[src/rtl/add_sub_acc_pipe.sv]
// Add/subtract/accumulate unit with saturation, status flags and a registered output stage.
// Latency: 1 cycle from transfer-in to out_valid_o.
// Backpressure: in_ready_o drops while a result is held and out_ready_i is low; outputs then hold.
//
// Ports:
//   clk, rst            clock, asynchronous active-high reset
//   in_valid_i/in_ready_o  input handshake; a_i, b_i, op_i, signed_i, sat_i, clr_i qualified by it
//                       (clr_i also acts on its own, without a transfer)
//   out_valid_o/out_ready_i output handshake; result_o plus carry/ovf/zero/neg/sat flags
//   acc_o               current accumulator value
module add_sub_acc_pipe #(
  parameter int WIDTH = 8
) (
  input  logic             clk,
  input  logic             rst,
  input  logic             in_valid_i,
  output logic             in_ready_o,
  input  logic [WIDTH-1:0] a_i,
  input  logic [WIDTH-1:0] b_i,
  input  logic [1:0]       op_i,
  input  logic             signed_i,
  input  logic             sat_i,
  input  logic             clr_i,
  output logic             out_valid_o,
  input  logic             out_ready_i,
  output logic [WIDTH-1:0] result_o,
  output logic             carry_o,
  output logic             ovf_o,
  output logic             zero_o,
  output logic             neg_o,
  output logic             sat_o,
  output logic [WIDTH-1:0] acc_o
);

  localparam int MSB = WIDTH - 1;
  localparam logic [WIDTH-1:0] SMAX = {1'b0, {(WIDTH-1){1'b1}}};
  localparam logic [WIDTH-1:0] SMIN = {1'b1, {(WIDTH-1){1'b0}}};

  logic             out_valid_q;
  logic [WIDTH-1:0] result_q, acc_q;
  logic             carry_q, ovf_q, zero_q, neg_q, sat_q;

  logic             xfer_in, is_acc, is_sub;
  logic [WIDTH-1:0] x_op, y_op;
  logic [WIDTH:0]   raw;
  logic [WIDTH-1:0] result_d, acc_d;
  logic             carry_d, ovf_d, sat_d;

  assign in_ready_o = !out_valid_q || out_ready_i;
  assign xfer_in    = in_valid_i && in_ready_o;
  assign is_acc     = op_i[1];
  assign is_sub     = op_i[0];

  // Accumulate ops use acc as X; a same-cycle clear makes that X zero.
  always_comb begin
    x_op = a_i;
    y_op = b_i;
    if (is_acc) begin
      x_op = clr_i ? '0 : acc_q;
      y_op = a_i;
    end
  end

  // Zero-extended so raw[WIDTH] is the unsigned carry (add) or borrow (sub).
  assign raw     = is_sub ? ({1'b0, x_op} - {1'b0, y_op})
                          : ({1'b0, x_op} + {1'b0, y_op});
  assign carry_d = raw[WIDTH];
  assign ovf_d   = (is_sub ? (x_op[MSB] != y_op[MSB]) : (x_op[MSB] == y_op[MSB]))
                   && (raw[MSB] != x_op[MSB]);

  always_comb begin
    result_d = raw[MSB:0];
    sat_d    = 1'b0;
    if (sat_i) begin
      if (signed_i) begin
        // Overflow always moves away from X's sign, so X picks the clamp rail.
        if (ovf_d) begin
          sat_d    = 1'b1;
          result_d = x_op[MSB] ? SMIN : SMAX;
        end
      end else if (carry_d) begin
        sat_d    = 1'b1;
        result_d = is_sub ? '0 : '1;
      end
    end
  end

  // An accumulate transfer wins over a plain clear; its X was already zeroed by clr_i.
  always_comb begin
    acc_d = acc_q;
    if (xfer_in && is_acc) begin
      acc_d = result_d;
    end else if (clr_i) begin
      acc_d = '0;
    end
  end

  always_ff @(posedge clk or posedge rst) begin
    if (rst) begin
      out_valid_q <= 1'b0;
      result_q    <= '0;
      carry_q     <= 1'b0;
      ovf_q       <= 1'b0;
      zero_q      <= 1'b0;
      neg_q       <= 1'b0;
      sat_q       <= 1'b0;
      acc_q       <= '0;
    end else begin
      acc_q <= acc_d;
      if (xfer_in) begin
        out_valid_q <= 1'b1;
        result_q    <= result_d;
        carry_q     <= carry_d;
        ovf_q       <= ovf_d;
        zero_q      <= (result_d == '0);
        neg_q       <= result_d[MSB];
        sat_q       <= sat_d;
      end else if (out_ready_i) begin
        out_valid_q <= 1'b0;
      end
    end
  end

  assign out_valid_o = out_valid_q;
  assign result_o    = result_q;
  assign carry_o     = carry_q;
  assign ovf_o       = ovf_q;
  assign zero_o      = zero_q;
  assign neg_o       = neg_q;
  assign sat_o       = sat_q;
  assign acc_o       = acc_q;

endmodule

[config.mk]
export PLATFORM = sky130hd
export DESIGN_NAME = add_sub_acc_pipe
export DESIGN_NICKNAME = d
export VERILOG_FILES = /design/src/rtl/add_sub_acc_pipe.sv
export SDC_FILE = /design/constraint.sdc
export NUM_CORES = 1
export LEC_CHECK = 0
export ABC_AREA = 1
export BUFFER_PORTS_ARGS = -buffer_cell sky130_fd_sc_hd__buf_2
export CAP_MARGIN = 20
export CORE_MARGIN = 2
export CORE_UTILIZATION = 35
export DETAILED_ROUTE_END_ITERATION = 7
export GPL_ROUTABILITY_DRIVEN = 1
export SETUP_SLACK_MARGIN = 0.2
export SYNTH_ARGS = -nofsm -noshare
export SYNTH_HDL_FRONTEND = slang
export SYNTH_SLANG_ARGS = --single-unit
[constraint.sdc]
create_clock -name clk -period 6.78 [get_ports clk]
set_input_delay 1.356 -clock clk [delete_from_list [all_inputs] [get_ports clk]]
set_output_delay 1.356 -clock clk [all_outputs]
set_load 0.005 [all_outputs]
==> impl_metrics.env <==
export IMPL_maxSlewViolCount=0
export IMPL_finClkSkew_ps=3.46
export IMPL_drive_gt1_share_pct=22.5
export IMPL_syn_area_um2=1910
export IMPL_start_util_pct=36.9
export IMPL_htree_levels=1
export IMPL_fmax_ghz=0.227
export IMPL_hpwl_um=3950
export IMPL_critical_path_depth=25
export IMPL_die_w_um=77.9
export IMPL_ys_flop_type="dfrtp_1"
export IMPL_setup_viol=0
export IMPL_drv_cap=0
export IMPL_path_class="input port to flip-flop"
export IMPL_cts_tree="yes"
export IMPL_first_iter_violations=75
export IMPL_status="completed"
export IMPL_final_nets=369
export IMPL_grt_pass1_vias=1741
export IMPL_seq_area_frac_synth_pct=27.5
export IMPL_synthTopCellsByCount="nand2_1 (100), nand3_1 (27), inv_1 (26), nor2_1 (22), dfrtp_1 (21)"
export IMPL_ir_worst_vdd_v=0.000122
export IMPL_grt_setup_unrepaired="false"
export IMPL_die_area_um2=6060
export IMPL_cp_max_fo=18
export IMPL_min_to="result_o[2]"
export IMPL_hold_viol=0
export IMPL_syn_area_per_cell_um2=6.56
export IMPL_rows=26
export IMPL_routabilityCongestion=0.860
export IMPL_grt_max_degree=22
export IMPL_port_buffers=47
export IMPL_postRouteAntennaNets=0
export IMPL_placed_area_um2=2170
export IMPL_die_height_um=77.9
export IMPL_fin_crit_sh_pct=64.9
export IMPL_min_path_cells=2
export IMPL_clk_latency_ps=260
export IMPL_synthArstFlopShare_pct=100
export IMPL_synth_top_area_share_pct=27.5
export IMPL_syn_inst=291
export IMPL_worst_pin_slew_ps=788
export IMPL_postCtsSetupBuffers=0
export IMPL_crit_family="simple AND/OR/NAND/NOR gates"
export IMPL_synth_most_common_cell="nand2_1"
export IMPL_design_area_um2=2210
export IMPL_crit_arrival_ps=4600
export IMPL_ys_types=31
export IMPL_synth_warnings=0
export IMPL_synth_edf_count=0
export IMPL_cp_slowest_cell="ha_1"
export IMPL_p_per_area_nw_per_um2=227
export IMPL_post_drt_via_cell_ratio=4.67
export IMPL_grt_total_usage_pct=16.4
export IMPL_wl_met2_um=2090
export IMPL_n_antenna_cell=0
export IMPL_overflow=0
export IMPL_start_kind="input port"
export IMPL_post_drt_wl_per_cell_um=11.9
export IMPL_cts_clk_slew_worst_paths_ps=70
export IMPL_maxUsedRoutingLayer="met4"
export IMPL_numClockSinks=21
export IMPL_cts_buffers_inserted=3
export IMPL_cts_root_buf="clkbuf_8"
export IMPL_r2r_setup_slack_ps=4170
export IMPL_vias=1883
export IMPL_core_area_um2=5170
export IMPL_tns_ps=0
export IMPL_rr_startpoint="acc_o[0]"
export IMPL_critPathMaxStageDelay_ps=330
export IMPL_critPathBufInv=4
export IMPL_whs_ps=478
export IMPL_reg2reg_to="zero_o"
export IMPL_required_ps=6980
export IMPL_area_delta_synth_final_pct=15.9
export IMPL_worst_hold_path_type="flip-flop to flip-flop"
export IMPL_drcViolationCount=0
export IMPL_p_total_uw=502
export IMPL_wl_met1_um=2320
export IMPL_met3_length_um=280
export IMPL_antenna_found_initial=0
export IMPL_end_kind="flip-flop"
export IMPL_drt_pass1_iterations=4
export IMPL_yosys_top_cells_area="dfrtp_1 (28%), nand2_1 (20%), nand3_1 (7.1%), ha_1 (5.9%), inv_1 (5.1%)"
export IMPL_p_leak_nw=1.23
export IMPL_fin_crit_ps=4400
export IMPL_final_cell_count_no_fill=403
export IMPL_grt_pass1_wl_um=8040
export IMPL_wirelength_um=4810
export IMPL_hold_start="result_o[2]"
export IMPL_post_cts_resize_count=0
export IMPL_yosysTopAreaCell="dfrtp_1"
export IMPL_synth_seq_cells=21
export IMPL_cts_hold_buffers_added=0
export IMPL_pin_count=48
export IMPL_slew_headroom_pct=47.4
export IMPL_dp_cells=399
export IMPL_reg2reg_depth=19
export IMPL_crit_top_cell="nand2_1"
export IMPL_clk_path_buf_depth=2
export IMPL_synthesis_nets=326
[layout make-up]
cell class	count	area, µm²
fill	563	2960
multi-input combinational	232	1210
sequential	21	526
timing repair buffer	47	235
inverter	29	111
tap	70	87.6
clock buffer	4	45.0
[registers in the layout (all words and copies together), names as in the netlist]
signal / flops
zero_o: 1
result_o: 8
ovf_o: 1
acc_o: 8
out_valid_o: 1
sat_o: 1
carry_o: 1
[report_power, final]
| part | internal (mW) | switching, mW | total (mW) | leakage (nW) |
|---|---|---|---|---|
| clock network | 0.0419 | 0.0402 | 0.0821 | 0.0228 |
| logic | 0.0998 | 0.153 | 0.253 | 0.949 |
| registers | 0.152 | 0.0143 | 0.167 | 0.262 |
[worst reg2reg max path: cells and delay by family, from the launching register on]
| kind | cells | cell delay, ps |
|---|---|---|
| buffers and inverters | 1 | 70 |
| adder cells (fa/ha/maj) | 2 | 630 |
| AND/OR/NAND/NOR | 15 | 1360 |
| AO/OA/AOI/OAI | 1 | 80 |
| flip-flops | 1 | 360 |
[worst max-delay path by stage]
stage / slack (ps) / to / start
2_1_floorplan: 2690 / zero_o / op_i[1]
3_3_place_gp: 2210 / zero_o / op_i[1]
3_5_place_dp: 2140 / zero_o / op_i[1]
4_1_cts: 2390 / zero_o / op_i[1]
5_1_grt: 1990 / zero_o / op_i[1]
6_report: 2380 / zero_o / op_i[1]
[cell usage in the layout (no fill, tap or decap), types with 3 or more instances in the layout]
cell type	netlist	final
nand3_1	27	27
dfrtp_1	21	21
xnor2_1	8	8
ha_1	9	9
inv_1	26	26
nor2_1	22	22
a31oi_1	6	6
nand2_2	9	9
nand3_2	3	3
xor2_1	3	3
nand2_1	100	100
o21ai_0	17	17
buf_2	0	47
nor2_2	3	3
clkbuf_8	0	3
a21oi_1	10	10
[logic make-up after synthesis]
family,count (synthesis),synth area share [%]
buf+inv,38,9.17
flops,21,27.5
fa+ha+maj,10,6.95
xor+xnor,11,5.05
mux,1,0.524
simple gates,170,39.0
compound gates,40,11.8
[stage by stage]
step	util [%]	setup WS, ps
final	42.8	2380
after global routing	42.8	1990
after CTS	42.8	2390
after detailed placement	41.9	2140
after global placement	41.9	2210
after floorplan	-	2690
[metal layers]
| layer | GRT usage [%] | vias up |
|---|---|---|
| met3 | 2.09 | 9 |
| met5 | 0 | - |
| li1 | - | 1019 |
| met4 | 6.07 | 0 |
| met1 | 22.9 | 800 |
| met2 | 25.7 | 55 |
Power figures use the tool's default switching activity.
